File: src/rtl/horizontal_vga.sv
// horizontal_vga: horizontal timing generator for the 640x480@60 Hz VGA path.
//
// Divides the system clock down to the pixel rate, counts the line, and produces
// the sync pulse, the display window, the VRAM column address and the end-of-line
// strobe for the vertical stage. The colour bits from VRAM are registered once on
// their way to the pins.
//
// Optional feature: define BLANK_EN to force the colour outputs to 0 whenever the
// beam is outside the horizontal or vertical display window. Without it the
// colour is registered unconditionally and VDISPLAY is ignored.
//
// Ports:
//   clk          system clock (100 MHz)
//   reset        asynchronous active-low reset
//   VDISPLAY     vertical display window from vertical_vga
//   VRAM_RED/GREEN/BLUE  colour bits from VRAM
//   HPIXEL       7-bit VRAM column address
//   HSYNC        horizontal sync, active-low
//   HDISPLAY     1 while the current pixel is visible
//   PIXEL_TICK   one-clk pulse per pixel period
//   LINE_END     one-clk pulse on the line wrap
//   VGA_RED/GREEN/BLUE   registered colour to pins
module horizontal_vga #(
  parameter int unsigned CLK_DIV   = 4,
  parameter int unsigned H_VISIBLE = 640,
  parameter int unsigned H_FRONT   = 16,
  parameter int unsigned H_SYNC    = 96,
  parameter int unsigned H_BACK    = 48,
  parameter int unsigned PIXEL_REP = 5
) (
  input  logic       clk,
  input  logic       reset,
  input  logic       VDISPLAY,
  input  logic       VRAM_RED,
  input  logic       VRAM_GREEN,
  input  logic       VRAM_BLUE,
  output logic [6:0] HPIXEL,
  output logic       HSYNC,
  output logic       HDISPLAY,
  output logic       PIXEL_TICK,
  output logic       LINE_END,
  output logic       VGA_RED,
  output logic       VGA_GREEN,
  output logic       VGA_BLUE
);

  localparam int unsigned HTotal    = H_VISIBLE + H_FRONT + H_SYNC + H_BACK;
  localparam int unsigned SyncStart = H_VISIBLE + H_FRONT;
  localparam int unsigned SyncEnd   = H_VISIBLE + H_FRONT + H_SYNC - 1;

  // A range of one still needs a one-bit counter.
  localparam int unsigned DivW = (CLK_DIV > 1) ? $clog2(CLK_DIV) : 1;
  localparam int unsigned RepW = (PIXEL_REP > 1) ? $clog2(PIXEL_REP) : 1;
  localparam int unsigned HW   = $clog2(HTotal);

  localparam logic [DivW-1:0] DivLast  = DivW'(CLK_DIV - 1);
  localparam logic [RepW-1:0] RepLast  = RepW'(PIXEL_REP - 1);
  localparam logic [HW-1:0]   HLast    = HW'(HTotal - 1);
  localparam logic [HW-1:0]   HVis     = HW'(H_VISIBLE);
  localparam logic [HW-1:0]   HSyncLo  = HW'(SyncStart);
  localparam logic [HW-1:0]   HSyncHi  = HW'(SyncEnd);
  localparam logic [6:0]      HPixMax  = 7'd127;

  logic [DivW-1:0] div_q, div_d;
  logic [HW-1:0]   hcount_q, hcount_d;
  logic [RepW-1:0] rep_q, rep_d;
  logic [6:0]      hpixel_q, hpixel_d;
  logic            hsync_q, hsync_d;
  logic            hdisplay_q, hdisplay_d;
  logic            tick_q, tick_d;
  logic            line_end_q, line_end_d;
  logic            red_q, red_d;
  logic            green_q, green_d;
  logic            blue_q, blue_d;
  logic            wrap;

  always_comb begin
    tick_d     = (div_q == DivLast);
    div_d      = tick_d ? '0 : div_q + 1'b1;
    wrap       = tick_d && (hcount_q == HLast);
    line_end_d = wrap;

    hcount_d = hcount_q;
    rep_d    = rep_q;
    hpixel_d = hpixel_q;

    if (wrap) begin
      hcount_d = '0;
      rep_d    = '0;
      hpixel_d = '0;
    end else if (tick_d) begin
      hcount_d = hcount_q + 1'b1;
      // Replication tracks the new pixel position; in blanking everything holds.
      if (hcount_d < HVis) begin
        if (rep_q == RepLast) begin
          rep_d = '0;
          if (hpixel_q != HPixMax) begin
            hpixel_d = hpixel_q + 1'b1;
          end
        end else begin
          rep_d = rep_q + 1'b1;
        end
      end
    end

    // Derived from the next count so they change on the same edge as hcount.
    hsync_d    = ~((hcount_d >= HSyncLo) && (hcount_d <= HSyncHi));
    hdisplay_d = (hcount_d < HVis);
  end

`ifdef BLANK_EN
  // Gate with the window registered on the previous clk so blanking lines up
  // with the one-clk colour latency.
  logic window;
  assign window  = hdisplay_q & VDISPLAY;
  assign red_d   = VRAM_RED & window;
  assign green_d = VRAM_GREEN & window;
  assign blue_d  = VRAM_BLUE & window;
`else
  logic unused_vdisplay;
  assign unused_vdisplay = VDISPLAY;
  assign red_d   = VRAM_RED;
  assign green_d = VRAM_GREEN;
  assign blue_d  = VRAM_BLUE;
`endif

  always_ff @(posedge clk or negedge reset) begin
    if (!reset) begin
      div_q      <= '0;
      hcount_q   <= '0;
      rep_q      <= '0;
      hpixel_q   <= '0;
      hsync_q    <= 1'b1;
      hdisplay_q <= 1'b1;
      tick_q     <= 1'b0;
      line_end_q <= 1'b0;
      red_q      <= 1'b0;
      green_q    <= 1'b0;
      blue_q     <= 1'b0;
    end else begin
      div_q      <= div_d;
      hcount_q   <= hcount_d;
      rep_q      <= rep_d;
      hpixel_q   <= hpixel_d;
      hsync_q    <= hsync_d;
      hdisplay_q <= hdisplay_d;
      tick_q     <= tick_d;
      line_end_q <= line_end_d;
      red_q      <= red_d;
      green_q    <= green_d;
      blue_q     <= blue_d;
    end
  end

  assign HPIXEL     = hpixel_q;
  assign HSYNC      = hsync_q;
  assign HDISPLAY   = hdisplay_q;
  assign PIXEL_TICK = tick_q;
  assign LINE_END   = line_end_q;
  assign VGA_RED    = red_q;
  assign VGA_GREEN  = green_q;
  assign VGA_BLUE   = blue_q;

endmodule

File: config.mk
export PLATFORM = sky130hd
export DESIGN_NAME = horizontal_vga
export DESIGN_NICKNAME = d
export VERILOG_FILES = /design/src/rtl/horizontal_vga.sv
export SDC_FILE = /design/constraint.sdc
export NUM_CORES = 1
export LEC_CHECK = 0
export BUFFER_PORTS_ARGS = -buffer_cell sky130_fd_sc_hd__buf_2
export CAP_MARGIN = 5
export CORE_ASPECT_RATIO = 0.9
export CORE_MARGIN = 4
export CORE_UTILIZATION = 40
export CTS_BUF_LIST = sky130_fd_sc_hd__clkbuf_8 sky130_fd_sc_hd__clkbuf_16
export DETAILED_ROUTE_END_ITERATION = 7
export GPL_TIMING_DRIVEN = 0
export PLACE_DENSITY_LB_ADDON = 0.15
export REMOVE_ABC_BUFFERS = 1
export SLEW_MARGIN = 15
export SYNTH_ARGS = -nofsm -noshare
export SYNTH_HDL_FRONTEND = slang
export SYNTH_SLANG_ARGS = --single-unit
File: constraint.sdc
create_clock -name clk -period 1.92 [get_ports clk]
set_input_delay 0.384 -clock clk [delete_from_list [all_inputs] [get_ports clk]]
set_output_delay 0.384 -clock clk [all_outputs]
set_load 0.01 [all_outputs]
==> results.toml, run 1 <==
[timing]
hold_slack_ns = 0.118
tightestPinTransition_ns = 0.633
clock.fmax_mhz = 513
min_period_over_period_pct = 102
relSlewSlack_pct = 57.8
worst_slack_ns = -0.0301
hold_viol = 0
rsz0062_at_grt = "yes"
setup_tns_ns = -0.0367
period_needed_ns = 1.95
skew_ns = 0.00709
setup_viol = 2
maxSlewViolCount = 0

[critical_path]
timing.critical_path.fanout_max = 5
cp.arrival_ns = 2.12
crit_required_ns = 2.09
crit_type = "reg -> reg"
r2r-end = "rep_q[2]"
cp-start-kind = "flip-flop"
crit_path_end_kind = "flip-flop"
slowest_stage = "or4b_4"
crit_path_max_incr_delay_ns = 0.56
path_cells = "ha_2 -> nor2b_1 -> or4b_4 -> a31oi_4 -> o21ai_1 -> a32o_1"
regToRegSetupSlack_ns = -0.03
worstReg2RegStart = "hcount_q[1]"
reg2reg_depth = 6

[clock_network]
clk_pin_slew_ns = 0.06
clkSinkCount = 29
holdBufCountCts = 0
numCtsBuffers = 5
h-tree-depth = 2
cts_tree = "built"
cts-root-buf = "clkbuf_8"
clk_path_buf_depth = 2
clkLatencyLatePin_ns = 0.28

[drt]
first_iter_violations = 31
vias = 1167
drcViolationCount = 0
ant_nets = 0
detail_route.wl_per_cell_um = 14.4
drtPass1Iterations = 4
wl_um = 3080
viasPerCell = 5.45

[synthesis]
yosys.area.top_type = "dfrtp_1"
synth_ff_type = "dfrtp_1"
ys_types = 45
synth_xor_area_share_pct = 4.16
synth-simple-area-share_pct = 21.0
synth_adder_area_share_pct = 4.24
synth_compound_area_share_pct = 11.5
synth_area_um2 = 1470
synth_top_family_by_area = "simple AND/OR/NAND/NOR gates"
yosys-top-cells-area = "dfrtp_1, mux2i_1, ha_1, dfstp_2, nand2_1"
synth_cells = 137
synthMuxAreaShare_pct = 5.52
yosysSeqAreaShare_pct = 49.4
synth_top_area_share_pct = 45.8
ys_warn_count = 0
synth_edf_count = 0
ys_ff_latch = 29
synthArstFlopShare_pct = 100
syn_avg_cell_area_um2 = 10.8

[flow_run]
maxCapViolations = 0

[outcome]
violations = "negative setup slack"
status = "finished, violations left"

[power_and_ir_drop]
p_seq_share_pct = 44.7
leakage_nw = 0.853
p_clk_share_pct = 53.9
power_density_nw_per_um2 = 719
ir_worst_vdd_mv = 0.455
p_sw_share_pct = 17.6
p_comb_share_pct = 1.4
intPower_mw = 1.13
p_switching_mw = 0.243

[floorplanning]
core_um2 = 3450
dieArea_um2 = 4720
rows = 20
initial_core_util_pct = 42.7
die_h_um = 65.6
die_x_um = 72.0
io_pins = 20

[global_routing]
antenna_found_initial = 0
grt_overflow_total = 0
grt_max_degree = 30
track_usage_pct = 14.7
first_global_vias = 1095
grt_pass1_wl_um = 5320

[finish]
nFillCells = 313
final_nets = 180
antenna_cells = 0
drive_gt1_share_pct = 39.4
area_growth_syn_to_layout_pct = 29.9

[placed_design]
portBuffers = 18
hpwlAfterDp_um = 1900
gp_congestion = 0.744

[min_path]
min_path_type = "in -> async"
[registers in the layout (all words and copies together) (netlist names), 2 cells and up]
name,cells
hcount_q,10
HPIXEL,7
div_q,2
rep_q,3
[per-stage QoR]
step | setup WS, ns | cell area (µm²) | power [mW] | cells | utilization [%]
after floorplan | -0.136 | 1430 | 0.628 | 129 | -
after detailed placement | -0.365 | 1570 | 0.648 | 191 | 45.5
final | -0.0301 | 1910 | 1.38 | 214 | 55.4
after CTS | -0.0728 | 1790 | 1.40 | 205 | 52.0
after global placement | -0.321 | 1570 | 0.647 | 191 | 45.5
after global routing | -0.102 | 1910 | 1.43 | 214 | 55.4
[layout by cell type (no fill, tap or decap), types with 5 or more instances in the layout]
master	count
nor2_1	9
nand2_1	12
buf_4	13
xnor2_1	5
mux2i_1	7
dfrtp_1	23
nand3_1	5
clkbuf_8	5
buf_2	18
[cell type report]
| cell class | count | area (µm²) | share of cell area [%] |
|---|---|---|---|
| timing repair buffer | 32 | 199 | 10.4 |
| clock buffer | 5 | 68.8 | 3.59 |
| multi-input combinational | 97 | 778 | 40.7 |
| inverter | 4 | 15.0 | 0.784 |
| sequential | 29 | 733 | 38.3 |
| clock inverter | 3 | 65.1 | 3.40 |
| tap | 44 | 55.1 | 2.88 |
[routing by layer]
layer	global-route usage (%)	part of all wire (%)	vias to the layer above
met2	21.4	47	23
li1	-	-	567
met4	7.75	1.5	0
met5	0	0	-
met1	19.5	47	570
met3	4.43	5.1	7
[Yosys cell counts, drive strengths merged, types with 2 or more instances]
cell	number
clkbuf	4
dfstp	2
dfrtp	27
and4	3
buf	4
a21oi	2
xor2	2
nor2	10
nand2	14
mux2i	7
nand4	5
a31oi	5
o21ai	3
inv	4
ha	5
xnor2	5
o31ai	2
a31o	2
nor3b	3
and3	2
nand3	8
[worst max path at each step]
stage           startpoint   endpoint  slack, ns  depth (start not counted)
2_1_floorplan  hcount_q[0]   rep_q[2]      -0.14                          6
3_3_place_gp      div_q[0]   rep_q[2]      -0.32                          6
3_5_place_dp      div_q[0]   rep_q[2]      -0.36                          6
4_1_cts        hcount_q[1]   rep_q[2]      -0.07                          6
5_1_grt        hcount_q[1]  HPIXEL[3]      -0.10                          6
6_report       hcount_q[1]   rep_q[2]      -0.03                          6
[power groups by stage]
stage | registers [mW] | logic, mW | clock network [mW]
detailed placement | 0.626 | 0.0214 | 0
global placement | 0.626 | 0.0209 | 0
floorplan | 0.628 | 0.000000262 | 0
finish | 0.615 | 0.0199 | 0.742
CTS | 0.615 | 0.0214 | 0.760
global route | 0.615 | 0.0238 | 0.788
[what timing repair did]
action / 4_1_cts / 5_1_grt
buffers inserted: 5 / 9
gates cloned: 1 / 0
hold endpoints to repair: 0 / 0
resized for setup: 12 / 11
setup endpoints to repair: 15 / 13
pin swaps: 7 / 6
[worst max-delay path, delay by kind of cell (launching register included)]
kind,cells,cell delay [ns]
adder cells (fa/ha/maj),1,0.19
flip-flops,1,0.38
AO/OA/AOI/OAI,3,0.60
AND/OR/NAND/NOR,2,0.69
[logic make-up (layout without fill, tap and decap cells)]
logic type / after synthesis / count (layout)
AND/OR/NAND/NOR: 54 / 54
XOR/XNOR: 7 / 7
AO/OA/AOI/OAI: 22 / 23
multiplexers: 8 / 8
buffers and inverters: 12 / 44
flip-flops: 29 / 29
adder cells (fa/ha/maj): 5 / 5
Note: power is estimated with default switching activity, not from simulation.
==> run 2: changes to the inputs <==
--- a/config.mk
+++ b/config.mk
@@ -13,7 +13,7 @@
 export CTS_BUF_LIST = sky130_fd_sc_hd__clkbuf_8 sky130_fd_sc_hd__clkbuf_16
 export DETAILED_ROUTE_END_ITERATION = 7
 export GPL_TIMING_DRIVEN = 0
-export PLACE_DENSITY_LB_ADDON = 0.15
+export PLACE_DENSITY = 0.6
 export REMOVE_ABC_BUFFERS = 1
 export SLEW_MARGIN = 15
 export SYNTH_ARGS = -nofsm -noshare
==> results.toml, run 2 (synthesis results as in run 1) <==
[outcome]
status = "finished, violations left"
violations = "negative setup slack"

[global_routing]
antenna_found_initial = 0
grt_pass1_wl_um = 5160
grt_overflow_total = 0
grt_use_met3_pct = 5.81
track_usage_pct = 14.6
first_global_vias = 1098
met2_usage_pct = 22.8
grt_max_degree = 30
use_met1_pct = 17.5
grt-busiest-layer = "met2"

[critical_path]
worstPathBufferInverterCount = 0
cp.arrival_ns = 2.14
reg2reg_depth = 6
slowest_stage = "or4b_4"
cp.depth = 6
cpLargestDelayFamily = "simple AND/OR/NAND/NOR gates"
crit_type = "reg -> reg"
cp-start-kind = "flip-flop"
crit_path_max_incr_delay_ns = 0.57
path_cells = "ha_2 -> nor2b_4 -> or4b_4 -> a31oi_4 -> o21ai_1 -> a32o_1"
timing.critical_path.fanout_max = 5
crit_path_end_kind = "flip-flop"
crit_required_ns = 2.09

[drt]
drtPass1Iterations = 4
viasPerCell = 5.54
first_iter_violations = 43
ant_nets = 0
detail_route.wl_per_cell_um = 14.7
wl_um = 3010
drcViolationCount = 0
vias = 1135

[floorplanning]
die_h_um = 65.6
initial_core_util_pct = 42.7
die_x_um = 72.0
dieArea_um2 = 4720
io_pins = 20
rows = 20
core_um2 = 3450

[finish]
area_growth_syn_to_layout_pct = 23.2
drive_gt1_share_pct = 32.9
nFillCells = 325
post-route-util_pct = 52.6
antenna_cells = 0
final_cell_mix = "dfrtp_1, buf_2, nand2_1"
final_area_um2 = 1820
largest_register_ffs = 10
final_nets = 171
regMostFlops = "hcount_q"
layout_commonest_cell = "dfrtp_1"
fin_cells = 205

[timing]
setup_viol = 5
rsz0062_at_grt = "yes"
maxSlewViolCount = 0
period_needed_ns = 1.97
skew_ns = 0.00909
hold_slack_ns = 0.116
clock.fmax_mhz = 508
hold_viol = 0
min_period_over_period_pct = 103
relSlewSlack_pct = 58.3
setup_tns_ns = -0.149
tightestPinTransition_ns = 0.625
worst_slack_ns = -0.0493

[power_and_ir_drop]
leakage_nw = 0.794
ir_worst_vdd_mv = 0.495
finalPower_mw = 1.38
power_density_nw_per_um2 = 760

[clock_network]
clk_pin_slew_ns = 0.07
clkLatencyLatePin_ns = 0.28
clk_path_buf_depth = 2
holdBufCountCts = 0
h-tree-depth = 2
cts_tree = "built"
numCtsBuffers = 5
cts-root-buf = "clkbuf_8"
clkSinkCount = 29

[flow_run]
maxCapViolations = 0

[placed_design]
dpl_worst_slack_ns = -0.286
dp_cells = 191
gp_congestion = 0.724
hpwlAfterDp_um = 1930
portBuffers = 18
place_area_um2 = 1570

[min_path]
min_path_type = "in -> async"
==> run 2: cell type report <==
class                           instances  area, µm²  share of cell area (%)
Clock buffer                            5       68.8                    3.79
Sequential cell                        29        733                    40.4
Timing Repair Buffer                   23        128                    7.03
Multi-Input combinational cell         97        751                    41.4
Inverter                                4       15.0                   0.827
Tap cell                               44       55.1                    3.03
Clock inverter                          3       65.1                    3.58
==> run 2: path summary, 6_finish.rpt <==
check	startpoint	to	slack (ns)
setup / recovery	hcount_q[0]	rep_q[2]	-0.05
hold / removal	reset	HPIXEL[0]	0.12
setup reg to reg	hcount_q[0]	rep_q[2]	-0.05
hold reg to reg	div_q[0]	div_q[0]	0.43
max in group asynchronous	reset	hcount_q[6]	1.36
min in group clk	VRAM_BLUE	VGA_BLUE	0.21
==> run 2: worst reg2reg max path, cell delays in order (launching register included) <==
cell and delay, ns:
dfrtp_1 0.38, ha_2 0.21, nor2b_4 0.13, or4b_4 0.57, a31oi_4 0.24, o21ai_1 0.10
a32o_1 0.23
==> run 2: timing repair <==
action                     CTS  global route
cloned                       1             0
buffers inserted             5             0
pin swaps                    6             7
hold endpoints to repair     0             0
setup endpoints to repair   14            11
resized for setup           13             4
==> run 2: power breakdown <==
group          leakage [nW]  internal [mW]  switching, mW
combinational         0.364        0.00496         0.0146
sequential            0.361          0.615       0.000986
clock                0.0681          0.515          0.229
==> run 2: metal layers <==
metal	vias up	wire length, µm
met3	4	194
met4	0	42
li1	547	-
met2	32	1450
met5	-	0
met1	552	1320
==> run 3: changes to the inputs <==
--- a/config.mk
+++ b/config.mk
@@ -7,13 +7,16 @@
 export LEC_CHECK = 0
 export BUFFER_PORTS_ARGS = -buffer_cell sky130_fd_sc_hd__buf_2
 export CAP_MARGIN = 5
+export CELL_PAD_IN_SITES_DETAIL_PLACEMENT = 1
+export CELL_PAD_IN_SITES_GLOBAL_PLACEMENT = 2
 export CORE_ASPECT_RATIO = 0.9
 export CORE_MARGIN = 4
-export CORE_UTILIZATION = 40
+export CORE_UTILIZATION = 33
 export CTS_BUF_LIST = sky130_fd_sc_hd__clkbuf_8 sky130_fd_sc_hd__clkbuf_16
+export CTS_CLUSTER_SIZE = 14
 export DETAILED_ROUTE_END_ITERATION = 7
 export GPL_TIMING_DRIVEN = 0
-export PLACE_DENSITY = 0.6
+export PLACE_DENSITY = 0.73
 export REMOVE_ABC_BUFFERS = 1
 export SLEW_MARGIN = 15
 export SYNTH_ARGS = -nofsm -noshare
==> results.toml, run 3 (synthesis results as in run 1) <==
[placed_design]
portBuffers = 18
hpwlAfterDp_um = 2230
dpl_worst_slack_ns = -0.349
gp_congestion = 0.757

[clock_network]
h-tree-depth = 2
cts-root-buf = "clkbuf_8"
numCtsBuffers = 5
clkSinkCount = 29
clkLatencyLatePin_ns = 0.28
clk_path_buf_depth = 2
clk_pin_slew_ns = 0.07
cts_tree = "built"

[floorplanning]
initial_core_util_pct = 35.2
rows = 22
die_x_um = 78.4
dieArea_um2 = 5600
core_um2 = 4180
io_pins = 20
die_h_um = 71.4

[critical_path]
r2r-end = "rep_q[2]"
crit_path_end = "rep_q[2]"
cp.depth = 6
slowest_stage = "or4b_4"
timing.critical_path.fanout_max = 5
crit_start = "hcount_q[1]"
crit_required_ns = 2.09
cpLargestDelayFamily = "simple AND/OR/NAND/NOR gates"
regToRegSetupSlack_ns = -0.1
reg2reg_depth = 6
cp.arrival_ns = 2.19
cp-start-kind = "flip-flop"
worstPathBufferInverterCount = 0
crit_type = "reg -> reg"
crit_path_end_kind = "flip-flop"
worstReg2RegStart = "hcount_q[1]"
path_cells = "ha_4 -> nor2b_4 -> or4b_4 -> a31oi_4 -> o21ai_1 -> a32o_1"
crit_path_max_incr_delay_ns = 0.56

[drt]
drtPass1Iterations = 4
drcViolationCount = 0
detail_route.wl_per_cell_um = 16.2
wl_um = 3690
vias = 1195
viasPerCell = 5.24
first_iter_violations = 37
ant_nets = 0

[finish]
layout_commonest_cell = "dfrtp_1"
regMostFlops = "hcount_q"
antenna_cells = 0
final_cell_mix = "dfrtp_1, buf_2, nand2_1"
largest_register_ffs = 10
multiInputGateArea_um2 = 790
area_growth_syn_to_layout_pct = 28.0
final_nets = 178
nFillCells = 489
seqCellArea_um2 = 733
drive_gt1_share_pct = 37.5

[power_and_ir_drop]
finalPower_mw = 1.12
p_comb_share_pct = 1.8
leakage_nw = 0.805
ir_worst_vdd_mv = 0.415
p_clk_share_pct = 43.3
p_seq_share_pct = 54.8
p_sw_share_pct = 22.6
p_switching_mw = 0.253
power_density_nw_per_um2 = 594
intPower_mw = 0.869

[timing]
tightestPinTransition_ns = 0.660
hold_viol = 0
maxSlewViolCount = 0
skew_ns = 0.00779
worst_slack_ns = -0.0975
min_period_over_period_pct = 105
relSlewSlack_pct = 56.0
rsz0062_at_grt = "yes"
period_needed_ns = 2.02
clock.fmax_mhz = 496
hold_slack_ns = 0.128
setup_viol = 9

[min_path]
min_path_type = "in -> async"

[global_routing]
use_met1_pct = 17.4
grt_use_met3_pct = 3.89
grt_overflow_total = 0
grt-busiest-layer = "met2"
antenna_found_initial = 0
grt_pass1_wl_um = 5880
met2_usage_pct = 22.0
track_usage_pct = 13.8
grt_max_degree = 30
first_global_vias = 1132

[outcome]
violations = "negative setup slack"
status = "finished, violations left"

[flow_run]
maxCapViolations = 0
## run 3: changes by cell type in the layout (fill, tap and decap cells not counted), moves of 2 or more
cell       change
bufinv_16      -2
buf_4          +5
ha_4           +2
and3_4         +2
ha_2           -2
buf_6          +2
## run 3: worst min-delay path by stage
stage / depth (start not counted) / slack, ns / start / to
floorplan: 0 / 0.09 / reset / HPIXEL[0]
global placement: 1 / 0.41 / div_q[0] / div_q[0]
detailed placement: 1 / 0.42 / div_q[0] / div_q[0]
CTS: 1 / 0.14 / reset / HPIXEL[2]
global route: 1 / 0.17 / reset / HPIXEL[2]
finish: 1 / 0.13 / reset / HPIXEL[0]
## run 3: per-layer routing
metal | wire, µm | share of wire (%)
met1 | 1690 | 46
met2 | 1770 | 48
met3 | 175 | 4.7
met4 | 51 | 1.4
met5 | 0 | 0
## run 3: area by class of cell
| cell class | instances | area share, % |
|---|---|---|
| sequential | 29 | 38.9 |
| clock buffer | 5 | 3.65 |
| tap | 60 | 3.98 |
| clock inverter | 3 | 0.928 |
| timing repair buffer | 30 | 9.95 |
| multi-input combinational | 97 | 41.8 |
| inverter | 4 | 0.796 |
## run 3: power groups by stage
stage | logic, mW | clock network, mW | registers, mW
floorplan | 0.000000262 | 0 | 0.628
global placement | 0.0211 | 0 | 0.626
detailed placement | 0.0216 | 0 | 0.627
CTS | 0.0218 | 0.502 | 0.615
global route | 0.0240 | 0.533 | 0.615
finish | 0.0205 | 0.486 | 0.615
## run 3: per-stage QoR
step | instances | TNS (ns) | util, % | instance area (µm²)
final | 228 | -0.438 | 45.1 | 1890
after global placement | 207 | -2.59 | 38.1 | 1590
after detailed placement | 207 | -3.21 | 38.1 | 1590
after global routing | 228 | -1.15 | 45.1 | 1890
after floorplan | 129 | -0.485 | - | 1430
after CTS | 222 | -0.588 | 42.5 | 1780
## run 3: worst register-to-register path: stages (launching register included)
cell and delay [ns]:
dfrtp_1 0.42, ha_4 0.18, nor2b_4 0.12, or4b_4 0.56
a31oi_4 0.29, o21ai_1 0.11, a32o_1 0.22
## run 3: timing repair
item	CTS	global route
setup endpoints to repair	15	11
hold buffers	0	0
buffers inserted	6	6
cloned	1	0
endpoints found under the hold margin	0	0
pin swaps	7	10
gates resized for setup	13	13
